==> src/rtl/dds_core_param_if.sv <==
// -----------------------------------------------------------------------------
// dds_core_param_if
//   Configuration handshake between the keypad/display front end (master)
//   and the DDS core (slave).
//   cfg_valid  master -> slave  config word present
//   cfg_ready  slave  -> master core accepts config this cycle
//   cfg_ftw    master -> slave  frequency tuning word (ACC_W bits)
//   cfg_amp    master -> slave  amplitude scale (AMP_W bits)
//   cfg_mode   master -> slave  0 sine, 1 square, 2 triangle, 3 sawtooth
// -----------------------------------------------------------------------------
interface dds_core_param_if #(
    parameter int ACC_W = 32,
    parameter int AMP_W = 8
);
    logic             cfg_valid;
    logic             cfg_ready;
    logic [ACC_W-1:0] cfg_ftw;
    logic [AMP_W-1:0] cfg_amp;
    logic [1:0]       cfg_mode;

    modport master (
        output cfg_valid,
        output cfg_ftw,
        output cfg_amp,
        output cfg_mode,
        input  cfg_ready
    );

    modport slave (
        input  cfg_valid,
        input  cfg_ftw,
        input  cfg_amp,
        input  cfg_mode,
        output cfg_ready
    );
endinterface

==> src/rtl/dds_core_param.sv <==
// -----------------------------------------------------------------------------
// dds_core_param
//   Phase-accumulator DDS core with four wave shapes and amplitude scaling.
//   Pipeline: S0 accumulate -> S1 ROM address -> S2 wave select (ROM data
//   arrives here) -> S3 scale. The acc value produced at edge n reaches out
//   at edge n+3. Every stage carries its own phase/mode/amp/valid so a config
//   change never produces a mixed-mode sample.
//
//   Optional feature macro: DDS_WRAP_UPDATE_EN
//     undefined : cfg_ready tied high, config loads on the handshake edge.
//     defined   : config is held in shadow registers and copied to the active
//                 set on the accumulator wrap edge (or on the next edge when
//                 the accumulator is stalled or ftw is zero), giving
//                 phase-continuous, period-aligned updates.
//
// Ports
//   clkin      in   system clock
//   rst_n      in   async reset, active low
//   enable     in   1 = accumulator advances, 0 = phase holds
//   cfg        if   config handshake (slave modport)
//   rom_addr   out  registered sine ROM address
//   rom_data   in   ROM sample, valid one cycle after rom_addr
//   out        out  scaled sample, unsigned offset-binary
//   out_valid  out  out carries a sample from an enabled phase
//   wrap       out  one-cycle pulse on accumulator carry-out
// -----------------------------------------------------------------------------
module dds_core_param #(
    parameter int ACC_W  = 32,
    parameter int ADDR_W = 10,
    parameter int DATA_W = 8,
    parameter int AMP_W  = 8
) (
    input  logic              clkin,
    input  logic              rst_n,
    input  logic              enable,
    dds_core_param_if.slave   cfg,
    output logic [ADDR_W-1:0] rom_addr,
    input  logic [DATA_W-1:0] rom_data,
    output logic [DATA_W-1:0] out,
    output logic              out_valid,
    output logic              wrap
);

    // Only the top DATA_W+1 phase bits are needed past the accumulator:
    // the msb plus the DATA_W bits below it (triangle) or at it (sawtooth).
    localparam int PH_W   = DATA_W + 1;
    localparam int PROD_W = DATA_W + AMP_W;

    localparam logic [1:0] MODE_SINE   = 2'd0;
    localparam logic [1:0] MODE_SQUARE = 2'd1;
    localparam logic [1:0] MODE_TRI    = 2'd2;
    localparam logic [1:0] MODE_SAW    = 2'd3;

    // Active configuration
    logic [ACC_W-1:0]  ftw_r;
    logic [AMP_W-1:0]  amp_r;
    logic [1:0]        mode_r;

    // S0
    logic [ACC_W-1:0]  acc_r;
    logic [ACC_W:0]    sum_s;
    logic              carry_s;
    logic [1:0]        mode0_r;
    logic [AMP_W-1:0]  amp0_r;
    logic              v0_r;
    logic              wrap_r;

    // S1
    logic [ADDR_W-1:0] rom_addr_r;
    logic [PH_W-1:0]   ph1_r;
    logic [1:0]        mode1_r;
    logic [AMP_W-1:0]  amp1_r;
    logic              v1_r;

    // S2
    logic [PH_W-1:0]   ph2_r;
    logic [1:0]        mode2_r;
    logic [AMP_W-1:0]  amp2_r;
    logic              v2_r;
    logic [DATA_W-1:0] wave_s;
    logic [PROD_W-1:0] prod_s;

    // S3
    logic [DATA_W-1:0] out_r;
    logic              out_valid_r;

    assign sum_s   = {1'b0, acc_r} + {1'b0, ftw_r};
    assign carry_s = enable & sum_s[ACC_W];

`ifdef DDS_WRAP_UPDATE_EN
    logic [ACC_W-1:0]  sh_ftw_r;
    logic [AMP_W-1:0]  sh_amp_r;
    logic [1:0]        sh_mode_r;
    logic              pending_r;
    logic              cfg_ready_r;
    logic              copy_s;

    // A stalled or zero-rate accumulator never wraps, so copy straight away.
    assign copy_s = pending_r & (~enable | (ftw_r == '0) | sum_s[ACC_W]);

    // Shadow capture on handshake, copy to active on the wrap edge
    always_ff @(posedge clkin or negedge rst_n) begin
        if (!rst_n) begin
            sh_ftw_r    <= '0;
            sh_amp_r    <= '1;
            sh_mode_r   <= 2'd0;
            pending_r   <= 1'b0;
            cfg_ready_r <= 1'b1;
            ftw_r       <= '0;
            amp_r       <= '1;
            mode_r      <= 2'd0;
        end else if (cfg.cfg_valid && cfg_ready_r) begin
            sh_ftw_r    <= cfg.cfg_ftw;
            sh_amp_r    <= cfg.cfg_amp;
            sh_mode_r   <= cfg.cfg_mode;
            pending_r   <= 1'b1;
            cfg_ready_r <= 1'b0;
        end else if (copy_s) begin
            ftw_r       <= sh_ftw_r;
            amp_r       <= sh_amp_r;
            mode_r      <= sh_mode_r;
            pending_r   <= 1'b0;
            cfg_ready_r <= 1'b1;
        end else begin
            pending_r   <= pending_r;
            cfg_ready_r <= cfg_ready_r;
        end
    end

    assign cfg.cfg_ready = cfg_ready_r;
`else
    // Direct config load; takes effect from the next accumulation
    always_ff @(posedge clkin or negedge rst_n) begin
        if (!rst_n) begin
            ftw_r  <= '0;
            amp_r  <= '1;
            mode_r <= 2'd0;
        end else if (cfg.cfg_valid) begin
            ftw_r  <= cfg.cfg_ftw;
            amp_r  <= cfg.cfg_amp;
            mode_r <= cfg.cfg_mode;
        end else begin
            ftw_r  <= ftw_r;
        end
    end

    assign cfg.cfg_ready = 1'b1;
`endif

    // S0: accumulate, flag carry, tag the new phase with the config used
    always_ff @(posedge clkin or negedge rst_n) begin
        if (!rst_n) begin
            acc_r   <= '0;
            wrap_r  <= 1'b0;
            mode0_r <= 2'd0;
            amp0_r  <= '1;
            v0_r    <= 1'b0;
        end else begin
            if (enable) begin
                acc_r <= sum_s[ACC_W-1:0];
            end else begin
                acc_r <= acc_r;
            end
            wrap_r  <= carry_s;
            mode0_r <= mode_r;
            amp0_r  <= amp_r;
            v0_r    <= enable;
        end
    end

    // S1: present the ROM address, carry phase and tags alongside
    always_ff @(posedge clkin or negedge rst_n) begin
        if (!rst_n) begin
            rom_addr_r <= '0;
            ph1_r      <= '0;
            mode1_r    <= 2'd0;
            amp1_r     <= '1;
            v1_r       <= 1'b0;
        end else begin
            rom_addr_r <= acc_r[ACC_W-1 -: ADDR_W];
            ph1_r      <= acc_r[ACC_W-1 -: PH_W];
            mode1_r    <= mode0_r;
            amp1_r     <= amp0_r;
            v1_r       <= v0_r;
        end
    end

    // S2: wait for the ROM sample belonging to this phase
    always_ff @(posedge clkin or negedge rst_n) begin
        if (!rst_n) begin
            ph2_r   <= '0;
            mode2_r <= 2'd0;
            amp2_r  <= '1;
            v2_r    <= 1'b0;
        end else begin
            ph2_r   <= ph1_r;
            mode2_r <= mode1_r;
            amp2_r  <= amp1_r;
            v2_r    <= v1_r;
        end
    end

    // S2 combinational wave shape from the stage's own mode and phase
    always_comb begin
        wave_s = '0;
        case (mode2_r)
            MODE_SINE:   wave_s = rom_data;
            MODE_SQUARE: wave_s = ph2_r[PH_W-1] ? {DATA_W{1'b1}} : {DATA_W{1'b0}};
            MODE_TRI:    wave_s = ph2_r[PH_W-1] ? ~ph2_r[DATA_W-1:0] : ph2_r[DATA_W-1:0];
            MODE_SAW:    wave_s = ph2_r[PH_W-1 -: DATA_W];
            default:     wave_s = '0;
        endcase
    end

    assign prod_s = {{AMP_W{1'b0}}, wave_s} * {{DATA_W{1'b0}}, amp2_r};

    // S3: scale and register; out holds while the stage carries no valid sample
    always_ff @(posedge clkin or negedge rst_n) begin
        if (!rst_n) begin
            out_r       <= '0;
            out_valid_r <= 1'b0;
        end else begin
            if (v2_r) begin
                out_r <= prod_s[PROD_W-1 -: DATA_W];
            end else begin
                out_r <= out_r;
            end
            out_valid_r <= v2_r;
        end
    end

    assign rom_addr  = rom_addr_r;
    assign out       = out_r;
    assign out_valid = out_valid_r;
    assign wrap      = wrap_r;

endmodule
==> src/flat_wrapper.sv <==
// flat-port wrapper written by rule: the top's interface ports become plain ports
module dds_core_param_flat 
#(
    parameter int ACC_W  = 32,
    parameter int ADDR_W = 10,
    parameter int DATA_W = 8,
    parameter int AMP_W  = 8
)
  (clkin, rst_n, enable, rom_addr, rom_data, out, out_valid, wrap, cfg_cfg_valid, cfg_cfg_ftw, cfg_cfg_amp, cfg_cfg_mode, cfg_cfg_ready);
  dds_core_param_if #(.ACC_W(ACC_W), .AMP_W(AMP_W)) cfg_i ();
  input  logic clkin;
  input  logic rst_n;
  input  logic enable;
  output logic [ADDR_W-1:0] rom_addr;
  input  logic [DATA_W-1:0] rom_data;
  output logic [DATA_W-1:0] out;
  output logic out_valid;
  output logic wrap;
  input wire logic [$bits(cfg_i.cfg_valid)-1:0] cfg_cfg_valid;
  input wire logic [$bits(cfg_i.cfg_ftw)-1:0] cfg_cfg_ftw;
  input wire logic [$bits(cfg_i.cfg_amp)-1:0] cfg_cfg_amp;
  input wire logic [$bits(cfg_i.cfg_mode)-1:0] cfg_cfg_mode;
  output wire logic [$bits(cfg_i.cfg_ready)-1:0] cfg_cfg_ready;
  assign cfg_i.cfg_valid = cfg_cfg_valid;
  assign cfg_i.cfg_ftw = cfg_cfg_ftw;
  assign cfg_i.cfg_amp = cfg_cfg_amp;
  assign cfg_i.cfg_mode = cfg_cfg_mode;
  assign cfg_cfg_ready = cfg_i.cfg_ready;
  dds_core_param #(.ACC_W(ACC_W), .ADDR_W(ADDR_W), .DATA_W(DATA_W), .AMP_W(AMP_W)) u_core (.clkin(clkin), .rst_n(rst_n), .enable(enable), .cfg(cfg_i), .rom_addr(rom_addr), .rom_data(rom_data), .out(out), .out_valid(out_valid), .wrap(wrap));
endmodule
==> config.mk <==
export PLATFORM = sky130hd
export DESIGN_NAME = dds_core_param_flat
export DESIGN_NICKNAME = d
export VERILOG_FILES = /design/src/rtl/dds_core_param_if.sv /design/src/rtl/dds_core_param.sv /design/src/flat_wrapper.sv
export SDC_FILE = /design/constraint.sdc
export NUM_CORES = 1
export LEC_CHECK = 0
export BUFFER_PORTS_ARGS = -buffer_cell sky130_fd_sc_hd__buf_2
export CORE_MARGIN = 2
export CORE_UTILIZATION = 40
export CTS_BUF_LIST = sky130_fd_sc_hd__clkbuf_4 sky130_fd_sc_hd__clkbuf_8 sky130_fd_sc_hd__clkbuf_16
export CTS_CLUSTER_SIZE = 30
export DETAILED_ROUTE_END_ITERATION = 12
export SYNTH_ARGS = -nofsm -noshare
export SYNTH_HDL_FRONTEND = slang
export SYNTH_SLANG_ARGS = --single-unit
==> constraint.sdc <==
create_clock -name clkin -period 7.7 [get_ports clkin]
set_clock_uncertainty 0.2 [all_clocks]
set_input_delay 1.155 -clock clkin [delete_from_list [all_inputs] [get_ports clkin]]
set_output_delay 1.155 -clock clkin [all_outputs]
set_load 0.03 [all_outputs]
======== Word level (Yosys, flattened, before mapping) ========
Cells that the tools add are included.
cells by class
  $add $sub $neg .......................... 1
  $mul .................................... 1
  equal/unequal tests ..................... 3
  mux-type cells .......................... 3
  bitwise logic cells ..................... 2
  reduce and logical (&&, ||, !) cells .... 1
operators by type and width
  operator            count
  $add 32x32->33      1
  $pmux 8 s4          1
  $mul 8x8->16        1
  $mux 8              2
  $not 8->8           1
  $eq 2x2->1 const B  2
  $eq 2x1->1 const B  1
  $logic_not 2->1     1
  $and 1x1->1         1
word-level totals
  bits in registers ....................... 145
  input port bits ......................... 54
  output and inout bits ................... 21
  logic and storage cells ................. 30

======== Longest topological paths before layout ========
  depth after elaboration ................. 4
  gate-level depth with buffers ........... 20
  mapped depth without buffers ............ 19

======== Worst setup path before layout ========
OpenSTA, ideal clock, no wires.
  path type ............................... in2reg
  from .................................... input rom_data[1]
  to ...................................... register u_core.out_r[7] (netlist: u_core.out[7])
  setup time .............................. 0.069 ns
  arrival ................................. 5.594 ns
  data required time ...................... 7.431 ns
  path slack .............................. 1.836 ns
  stages on the path ...................... 16
  cell sequence ........................... nor3_1 > a221oi_2 > and2_1 > fa_1 > fa_1 > fa_1 > inv_1 > fa_1 > inv_1 > ha_1 > or3_1 > a41oi_2 > nor3_2 > o311a_1 > or4_1 > nand3_1
on the way
  cells in the longest elaborated chain, start to end .. 2
ends and longest elaborated chain
  what                  line                   RTL
  from (decl)           flat_wrapper.sv:15     input logic [DATA_W-1:0] rom_data;
  $pmux 8 s4            dds_core_param.sv:206  case (mode2_r)
  $mul 8x8->16          dds_core_param.sv:215  assign prod_s = {{AMP_W{1'b0}}, wave_s} * {{DATA_W{1'b0}}, amp2_r};
  to (signal assigned)  dds_core_param.sv:224  out_r <= prod_s[PROD_W-1 -: DATA_W];
  to (signal assigned)  dds_core_param.sv:226  out_r <= out_r;
  to (decl)             dds_core_param.sv:84   logic [DATA_W-1:0] out_r;
Every way passes these cells.
A chain may end at the register's enable or synchronous reset.

======== Final worst setup path ========
  from .................................... register u_core.mode2_r[1]
  to ...................................... register u_core.out_r[7] (netlist: u_core.out[7])
on the way
  cells in the longest elaborated chain, start to end .. 3
ends and longest elaborated chain
  what                                      line                   RTL
  from (decl)                               dds_core_param.sv:77   logic [1:0] mode2_r;
  from (signal assigned)                    dds_core_param.sv:197  mode2_r <= mode1_r;
  $eq 2x2->1, or another cell as far along  dds_core_param.sv:206
  $pmux 8 s4 (*)                            dds_core_param.sv:206
  $mul 8x8->16 (*)                          dds_core_param.sv:215
Every way passes the cells marked *; elsewhere a longest branch is shown, timed or not.

==> metrics.csv <==
stage;metric;value;unit
setup_path;r2r_start;u_core.mode2_r[1];
floorplan;row_count;52;
sta;rsz0062_at_grt;false;
final_layout;area_growth;15.0;%
clock_tree;htreeDepth;4;
setup_path;slowest_stage;dfrtp_1;
power_and_ir_drop;power_leakage;4.44;nW
floorplan;die_y;148;um
floorplan;io_pins;75;
detailed_routing;drtIter0Drc;287;
sta;hold_viol;0;
setup_path;path_max_fanout;15;
floorplan;initial_core_util;0.408;
sta;tightest_slew;1.02;ns
global_routing;grt_max_degree;75;
clock_tree;cts_buffer_depth;2;
detailed_routing;vias_per_cell;5.04;
place;hpwl;12000;um
clock_tree;cts_tree;done;
detailed_routing;wl;16100;um
yosys;async_reset_ff_frac;1.00;
global_routing;antenna_found_initial;0;
power_and_ir_drop;ir_worst_vdd;0.200;mV
setup_path;cp.depth;17;
yosys;synth_edf_count;0;
sta;setup_viol;0;
final_layout;fin_util;0.469;
setup_path;critPathTopFamily;adder cells;
yosys;synthCells;740;
final_layout;antennaDiodeCount;0;
power_and_ir_drop;p_per_area;497;nW/um2
sta;slew_viol_final;0;
clock_tree;cts_setup_buffers;0;
flow_run;drv_cap;0;
clock_tree;clk_latency;0.42;ns
sta;tns;0;ns
global_routing;grt_pass1_wl;28100;um
yosys;synth-seq-cells;136;
detailed_routing;drc;0;
setup_path;worst-setup-path-type;reg -> reg;
setup_path;cpMostUsedCell;fa_1;
worst_hold_path;hold_class;reg -> reg;
clock_tree;root_buffer;clkbuf_16;
yosys;seq_area_frac_synth;0.416;
floorplan;fp.coreArea;20300;um2
yosys;yosysWarnings;0;
clock_tree;cts_resized;0;
floorplan;die_w;148;um
clock_tree;holdBufCountCts;0;
final_layout;layout.nets;967;
yosys;yosysUniqueCellTypes;64;
sta;fmax;0.161;GHz
place;place_congestion;0.847;
sta;max_slew_margin;0.320;
clock_tree;cts_made_buffers;17;
yosys;synthFlopType;dfrtp_1;
setup_path;cpPeakStageDelay;0.66;ns
global_routing;grt_usage;0.161;
setup_path;critPathCaptureType;flop;
setup_path;arrival;6.35;ns
final_layout;layout_common_cells;104 x dfrtp_1, 72 x buf_2, 66 x mux2_2, 65 x ha_1, 58 x inv_1;
clock_tree;path_clk_slew;0.06;ns
setup_path;r2r_slack;1.50;ns
setup_path;ff2ff_path_depth;17;
clock_tree;clkSinkCount;136;
setup_path;startpoint;u_core.mode2_r[1];
sta;period_share;0.805;
setup_path;endpoint;u_core.out[7];
global_routing;overflow;0;
setup_path;crit_chain;nand2b_1 > o21ai_0 > a221oi_2 > and2_1 > fa_1 > fa_1 > fa_1 > inv_1 > fa_1 > inv_1 > ha_1 > or3_1 > a41oi_2 > nor3_2 > o311a_1 > or4_1 > nand3_1;
final_layout;mostFrequentLayoutCell;dfrtp_1;
yosys;syn_avg_cell_area;11.2;um2
sta;post-route-min-period;6.20;ns
yosys;synth_nets;895;
place;io_buffers;73;
setup_path;r2r-end;u_core.out[7];
power_and_ir_drop;power;4.74;mW
detailed_routing;drtPass1Iterations;6;
final_layout;drive_above_1_share;0.264;
detailed_routing;detail-route-antenna-nets;0;
global_routing;grt_pass1_vias;5725;
yosys;synth_area;8280;um2
setup_path;cp_data_required_time;7.85;ns
run_status;status;finished, final reports clean;
setup_path;start_kind;flop;
detailed_routing;wire_per_inst;14.7;um
floorplan;dieArea;21900;um2
setup_path;path_buf_inv;2;
detailed_routing;dr_total_vias;5518;
==> cell type report <==
class,instances,area [um2]
flip-flops and latches,136,3440
inverters,58,218
clock buffers,22,517
well taps,270,338
fillers,1912,10800
clock inverters,10,92.6
multi-input cells,525,4530
repair buffers,74,379
==> metrics by stage <==
stage / std cells / hold slack [ns] / area (um2) / setup slack [ns]
2_1_floorplan: 740 / 0.131 / 8280 / 1.84
3_3_place_gp: 1063 / 0.133 / 8910 / 1.41
3_5_place_dp: 1063 / 0.136 / 8910 / 1.32
4_1_cts: 1095 / 0.144 / 9520 / 1.49
5_1_grt: 1095 / 0.151 / 9520 / 1.05
6_report: 1095 / 0.143 / 9520 / 1.50
==> where the power goes <==
group,switching (mW),internal (mW),total (mW)
Clock,0.335,0.488,0.823
Sequential,0.143,0.944,1.09
Combinational,1.54,1.29,2.83
==> synthesized netlist by cell type, types with 18 or more instances <==
cell type | count | share of area
inv_1 | 58 | 0.026
fa_1 | 36 | 0.087
a21o_1 | 18 | 0.016
xnor2_1 | 21 | 0.022
and2_1 | 50 | 0.038
dfrtp_1 | 104 | 0.31
nand2_1 | 45 | 0.020
nor2_1 | 27 | 0.012
dfstp_2 | 32 | 0.10
o21ai_0 | 29 | 0.018
a21oi_1 | 33 | 0.020
ha_1 | 65 | 0.098
mux2_2 | 66 | 0.090
==> per-layer routing <==
metal | part of all wire | GRT usage | wire length [um]
met5 | 0 | 0 | 0
met1 | 0.48 | 0.209 | 7710
met2 | 0.48 | 0.267 | 7750
met3 | 0.023 | 0.0343 | 376
met4 | 0.019 | 0.0586 | 306
==> worst register-to-register path, stage by stage (launching register included) <==
cell	delay (ns)
dfrtp_1	0.66
nand2b_1	0.27
o21ai_0	0.15
a221oi_2	0.60
and2_1	0.25
fa_1	0.43
fa_1	0.52
fa_1	0.55
inv_1	0.05
fa_1	0.52
inv_1	0.04
ha_1	0.20
or3_1	0.38
a41oi_2	0.20
nor3_2	0.11
o311a_1	0.41
or4_1	0.51
nand3_1	0.08
==> logic make-up (layout without fill, tap and decap cells) <==
kind of cell,count (synthesis),in the layout,share of synthesized area
XOR/XNOR,27,27,0.0286
flip-flops,136,136,0.416
multiplexers,66,66,0.0898
adder cells (fa/ha/maj),101,101,0.185
AND/OR/NAND/NOR,175,175,0.110
AO/OA/AOI/OAI,155,155,0.133
other,1,1,0.000453
buffers and inverters,79,164,0.0366
==> flip-flops by register name, indices dropped and copies added (netlist names), 8 cells and up <==
| signal | cells |
|---|---|
| u_core.ph2_r | 9 |
| u_core.acc_r | 32 |
| u_core.ftw_r | 32 |
| u_core.out | 8 |
| u_core.amp0_r | 8 |
| u_core.rom_addr | 9 |
| u_core.amp_r | 8 |
| u_core.amp1_r | 8 |
| u_core.amp2_r | 8 |
==> how the worst min path moves through the flow <==
| stage | startpoint | cells past startpoint | slack [ns] | end |
|---|---|---|---|---|
| finish | u_core.mode0_r[1] | 0 | 0.14 | u_core.mode1_r[1] |
| global route | u_core.v1_r | 0 | 0.15 | u_core.v2_r |
| CTS | u_core.mode0_r[1] | 0 | 0.14 | u_core.mode1_r[1] |
| detailed placement | u_core.v1_r | 0 | 0.14 | u_core.v2_r |
| global placement | u_core.v1_r | 0 | 0.13 | u_core.v2_r |
| floorplan | u_core.mode0_r[0] | 0 | 0.13 | u_core.mode1_r[0] |
Power figures use the tool's default switching activity.
